===== src/rtl/sram_arb_pkg.sv =====
// sram_arb_pkg: shared definitions for the two-port SRAM arbiter.
//   PORT_INST / PORT_DATA : port identifiers used for grant ownership and prio
//   RD_LAT_MAX            : largest supported SRAM read latency
//   rsp_entry_t           : one response-tracking slot {valid, owner}
package sram_arb_pkg;

  localparam logic PORT_INST = 1'b0;
  localparam logic PORT_DATA = 1'b1;

  localparam int RD_LAT_MAX = 4;

  typedef struct packed {
    logic valid;
    logic owner;
  } rsp_entry_t;

endpackage : sram_arb_pkg


===== src/rtl/sram_rsp_pipe.sv =====
// sram_rsp_pipe: RD_LAT-deep shift register of {valid, owner} entries that
// tracks which port owns each in-flight SRAM access.
//   clk        : clock, rising edge
//   reset      : asynchronous active-low clear (all entries invalid)
//   push_valid : an access is issued this cycle
//   push_owner : port that owns the issued access
//   tail       : entry that has aged RD_LAT cycles (response due now)
module sram_rsp_pipe
  import sram_arb_pkg::*;
#(
  parameter int RD_LAT = 1
) (
  input  logic       clk,
  input  logic       reset,
  input  logic       push_valid,
  input  logic       push_owner,
  output rsp_entry_t tail
);

  rsp_entry_t stage [RD_LAT];

  // Entry pushed at the end of grant cycle t sits in stage[RD_LAT-1]
  // during cycle t+RD_LAT, lining up with the SRAM read data.
  always_ff @(posedge clk or negedge reset) begin
    if (!reset) begin
      for (int i = 0; i < RD_LAT; i++) begin
        stage[i] <= '{valid: 1'b0, owner: PORT_DATA};
      end
    end else begin
      stage[0] <= '{valid: push_valid, owner: push_owner};
      for (int i = 1; i < RD_LAT; i++) begin
        stage[i] <= stage[i-1];
      end
    end
  end

  assign tail = stage[RD_LAT-1];

endmodule : sram_rsp_pipe


===== src/rtl/sram_arbiter.sv =====
// sram_arbiter: shares one synchronous single-port SRAM between the
// instruction-fetch port and the data port with 2-way round-robin arbitration.
//   clk, reset                 : clock; asynchronous active-low reset
//   inst_req/wen/addr/wdata    : inst port request (wen=0 means read)
//   inst_ack                   : inst request accepted this cycle (combinational)
//   inst_rvalid/inst_rdata     : inst response pulse, RD_LAT cycles after ack
//   data_*                     : data port, same meaning as inst_*
//   mem_en/wen/addr/wdata      : SRAM command for the winning port
//   mem_rdata                  : SRAM read data, valid RD_LAT cycles after mem_en
//   conflict_cnt               : saturating count of cycles with both requests
module sram_arbiter
  import sram_arb_pkg::*;
#(
  parameter int XLEN   = 32,
  parameter int RD_LAT = 1
) (
  input  logic            clk,
  input  logic            reset,
  input  logic            inst_req,
  input  logic [3:0]      inst_wen,
  input  logic [XLEN-1:0] inst_addr,
  input  logic [XLEN-1:0] inst_wdata,
  output logic            inst_ack,
  output logic            inst_rvalid,
  output logic [XLEN-1:0] inst_rdata,
  input  logic            data_req,
  input  logic [3:0]      data_wen,
  input  logic [XLEN-1:0] data_addr,
  input  logic [XLEN-1:0] data_wdata,
  output logic            data_ack,
  output logic            data_rvalid,
  output logic [XLEN-1:0] data_rdata,
  output logic            mem_en,
  output logic [3:0]      mem_wen,
  output logic [XLEN-1:0] mem_addr,
  output logic [XLEN-1:0] mem_wdata,
  input  logic [XLEN-1:0] mem_rdata,
  output logic [31:0]     conflict_cnt
);

  // Tracking depth clamped into the supported range so a bad override
  // cannot produce a zero-length or oversized pipe.
  localparam int PIPE_DEPTH = (RD_LAT < 1) ? 1 :
                              (RD_LAT > RD_LAT_MAX) ? RD_LAT_MAX : RD_LAT;

  logic       prio;
  logic       req_both;
  logic       grant_inst;
  logic       grant_data;
  logic       grant_any;
  rsp_entry_t rsp_tail;

  assign req_both = inst_req & data_req;

  // Lone requester always wins; under contention prio decides. Everything
  // is forced idle while reset is held low.
  always_comb begin
    grant_inst = 1'b0;
    grant_data = 1'b0;
    if (reset) begin
      if (req_both) begin
        grant_data = (prio == PORT_DATA);
        grant_inst = (prio == PORT_INST);
      end else begin
        grant_inst = inst_req;
        grant_data = data_req;
      end
    end
  end

  assign grant_any = grant_inst | grant_data;
  assign inst_ack  = grant_inst;
  assign data_ack  = grant_data;

  // After any grant, priority passes to the port that did not win.
  always_ff @(posedge clk or negedge reset) begin
    if (!reset) begin
      prio <= PORT_DATA;
    end else if (grant_any) begin
      prio <= grant_data ? PORT_INST : PORT_DATA;
    end
  end

  always_ff @(posedge clk or negedge reset) begin
    if (!reset) begin
      conflict_cnt <= '0;
    end else if (req_both && (conflict_cnt != '1)) begin
      conflict_cnt <= conflict_cnt + 32'd1;
    end
  end

  // Winner's command onto the SRAM; all-zero when idle.
  always_comb begin
    mem_en    = grant_any;
    mem_wen   = '0;
    mem_addr  = '0;
    mem_wdata = '0;
    if (grant_data) begin
      mem_wen   = data_wen;
      mem_addr  = data_addr;
      mem_wdata = data_wdata;
    end else if (grant_inst) begin
      mem_wen   = inst_wen;
      mem_addr  = inst_addr;
      mem_wdata = inst_wdata;
    end
  end

  sram_rsp_pipe #(
    .RD_LAT (PIPE_DEPTH)
  ) u_rsp_pipe (
    .clk        (clk),
    .reset      (reset),
    .push_valid (grant_any),
    .push_owner (grant_data ? PORT_DATA : PORT_INST),
    .tail       (rsp_tail)
  );

  // Writes also retire through the pipe; their rdata is meaningless but
  // the pulse tells the port the write has completed.
  assign inst_rvalid = rsp_tail.valid && (rsp_tail.owner == PORT_INST);
  assign data_rvalid = rsp_tail.valid && (rsp_tail.owner == PORT_DATA);
  assign inst_rdata  = inst_rvalid ? mem_rdata : '0;
  assign data_rdata  = data_rvalid ? mem_rdata : '0;

endmodule : sram_arbiter


===== config.mk =====
export PLATFORM = sky130hd
export DESIGN_NAME = sram_arbiter
export DESIGN_NICKNAME = d
export VERILOG_FILES = /design/src/rtl/sram_arb_pkg.sv /design/src/rtl/sram_rsp_pipe.sv /design/src/rtl/sram_arbiter.sv
export SDC_FILE = /design/constraint.sdc
export NUM_CORES = 1
export LEC_CHECK = 0
export CAP_MARGIN = 30
export CORE_AREA = 3 3 131 133
export CTS_BUF_LIST = sky130_fd_sc_hd__clkbuf_4
export DETAILED_ROUTE_END_ITERATION = 6
export DIE_AREA = 0 0 134 136
export PLACE_DENSITY = 0.62
export SYNTH_ARGS = -nofsm -noshare
export SYNTH_HDL_FRONTEND = slang
export SYNTH_SLANG_ARGS = --single-unit

===== constraint.sdc =====
create_clock -name clk -period 6.2 [get_ports clk]
set_clock_uncertainty 0.1 [all_clocks]
set_input_delay 1.55 -clock clk [delete_from_list [all_inputs] [get_ports clk]]
set_output_delay 1.55 -clock clk [all_outputs]
set_load 0.03 [all_outputs]

==> summary.txt <==
status -> finished clean
yosys warns -> 0
VDD IR max -> 0.1039 mV
NumNets Final -> 809
CP Cell Sequence -> clkdlybuf4s50_1, nand2_1, a21oi_4, buf_12, a22o_1, clkdlybuf4s50_1
most used cell, CP -> clkdlybuf4s50_1
gr ovfl total -> 0
Fin. Hold Viols -> 0
largest delay contributor family on the critical path -> buffers and inverters
Die Ht -> 136 microns
Worst-path clk slew -> 110 ps
overall routed net length -> 16200 microns
Via Count -> 3812
Lkg Pwr -> 2.607 nW
number of global-route vias before repair -> 3973
FMAX -> 0.1798 GHz
Mapped Cells -> 310
Startpoint Class -> primary input
Final TNS setup -> 0 ps
Slew Viols, Final -> 0
crit path from -> data_req
antenna viol nets, final -> 0
Min Clock Period, post-route -> 5562 ps
Hold Crit Start -> conflict_cnt[21]
pin count of the biggest net entering global routing -> 70
initial antenna violation count -> 0
CP Data Required Time -> 4550 ps
Pwr Total -> 989.7 uW
Die Wd -> 134 microns
CTS root buf -> clkbuf_4
post-CTS sizing -> 0
Port Buf Inserts -> 340
Iter 0 DRT Violations -> 107
worst-margin pin slew -> 796.6 ps
gp weighted congestion -> 0.8342
DP HPWL -> 13830 microns
mapped cell area -> 2819 sq um
FP Rows -> 46
postcts setup bufs -> 0
CTS H-tree depth -> 2
# setup viols final -> 0
full die area -> 18220 sq um
Layout area overhead -> 130.9%
max-cap violation count -> 0
routed len/inst -> 18.99 microns
Hold Path Class -> flip-flop to flip-flop
Bufs and invs on worst path -> 3
initial core utilization -> 17.68%
pwr dens -> 152.1 nW/um^2
Synthesized Nets -> 483
# fillers -> 1586
Mean Syn Cell Area -> 9.093 sq um
CTS tree -> yes
Max FO, Critical Path -> 67
global-route wire length before repair -> 23330 microns
# IOs -> 341
buffer levels on the longest clock path -> 2
core area -> 15940 sq um
CTS Buf Count -> 5
fin crit share -> 89.71%
worst path arrival time -> 3910 ps
Hold-fix buffers, CTS -> 0
Reg-to-Reg Start -> conflict_cnt[0]
#FFs+latches synth -> 35
share of layout cells above drive strength 1 -> 4.553%
CTS sink count -> 35
Clock Latency Late Sink -> 340 ps
Slowest-stage cell, CP -> clkdlybuf4s50_1
Cell variety after synth -> 37
Crit. End Element -> output port
# placed instances -> 845
vias per cell -> 4.469
Tot GR Track Use -> 16.41%
DRT Pass-1 Iters -> 4
final cell count without fillers -> 853
ANT cells -> 0
RSZ-0062 raised after global routing -> false
critical path class -> primary input to output port
Max-slew headroom -> 46.45%
register area share after synthesis -> 31.16%
final core area utilization -> 40.83%
detailed-route DRC error count -> 0
crit-path max cell delay -> 730 ps
==> metrics by stage <==
stage	hold WS, ps	worst slack [ps]	instance area [sq um]
2_1_floorplan	370.0	1743	2819
3_3_place_gp	387.1	734.6	6455
3_5_place_dp	390.7	666.1	6455
4_1_cts	405.3	663.3	6509
5_1_grt	423.5	529.8	6509
6_report	404.0	638.2	6509
==> synthesized netlist by cell type (all sizes together) <==
cell type / count / area [sq um]
dfrtp: 33 / 825.8
and2: 35 / 221.5
xor2: 5 / 43.79
o21ai: 2 / 10.01
or2: 2 / 12.51
nor2: 5 / 18.77
buf: 4 / 28.77
a21oi: 4 / 20.02
and3: 38 / 239.0
nand4: 16 / 121.4
dfstp: 2 / 52.55
nand4b: 3 / 26.28
ha: 1 / 12.51
nand3: 11 / 55.05
and4: 2 / 17.52
nor4: 2 / 33.78
clkbuf: 21 / 78.83
a31oi: 1 / 21.27
o21a: 2 / 15.01
a311oi: 1 / 26.28
nor3: 2 / 10.01
nor2b: 1 / 6.260
mux2: 1 / 11.26
a211oi: 1 / 12.51
or3: 2 / 12.51
and4b: 1 / 10.01
a22o: 68 / 595.6
inv: 2 / 7.510
nand2: 19 / 71.32
xnor2: 23 / 201.4
==> state kept, by name (all words and copies together) (netlist names) <==
signal / cells
prio: 1
u_rsp_pipe.tail: 2
conflict_cnt: 32
==> where the power goes <==
| part | internal (mW) | switching, mW |
|---|---|---|
| sequential | 0.254 | 0.0435 |
| clock | 0.0470 | 0.0769 |
| combinational | 0.277 | 0.291 |
| total | 0.578 | 0.412 |
==> cell usage in the layout, fill, tap and decap left out, drive strengths merged <==
master	synthesis	routed
xor2	5	5
o21a	2	2
clkinv	0	2
nand2	19	19
and3	38	38
inv	2	2
clkbuf	21	6
a31oi	1	1
clkdlybuf4s50	0	338
buf	4	6
nand4	16	16
a22o	68	68
nor2	5	5
o21ai	2	2
xnor2	23	23
a311oi	1	1
mux2	1	1
nand3	11	11
and2	35	35
dfrtp	33	33
dfstp	2	2
ha	1	1
or3	2	2
nor2b	1	1
and4	2	2
and4b	1	1
nor3	2	2
a211oi	1	1
nand4b	3	3
nor4	2	2
a21oi	4	4
or2	2	2
==> cells by family (layout without fill, tap and decap cells) <==
family	after synthesis	after routing	share of synthesized area (%)
AOI/OAI and AO/OA	79	79	24.86
muxes	1	1	0.3994
and+or+nand+nor	139	139	30.36
DFF	35	35	31.16
buffers and inverters	27	354	4.083
adders and majority gates	1	1	0.4438
xor gates and xnor gates	28	28	8.699
==> final cells by class <==
class | instances | area, sq um | area share, %
sequential | 35 | 878.3 | 13.49
clock inverter | 2 | 8.758 | 0.1346
clock buffer | 6 | 45.04 | 0.6920
multi-input combinational | 248 | 1848 | 28.39
tap | 216 | 270.3 | 4.152
inverter | 2 | 7.507 | 0.1153
timing repair buffer | 344 | 3451 | 53.02
==> metal layers <==
| layer | part of all wire [%] | global-route usage (%) |
|---|---|---|
| met5 | 0 | 0 |
| met1 | 36 | 18.12 |
| met3 | 12 | 6.958 |
| met4 | 2.1 | 4.286 |
| met2 | 51 | 29.08 |
==> path summary, 6_finish.rpt <==
path	endpoint	slack [ps]	depth (start not counted)
worst min-delay path	conflict_cnt[21]	400	1
max in group asynchronous	u_rsp_pipe.tail[0]	4470	2
worst max-delay path	mem_wdata[0]	640	6
worst min register to register	conflict_cnt[21]	400	1
min in group asynchronous	conflict_cnt[17]	1190	2
worst max register to register	conflict_cnt[20]	3940	6
Power figures use the tool's default switching activity.
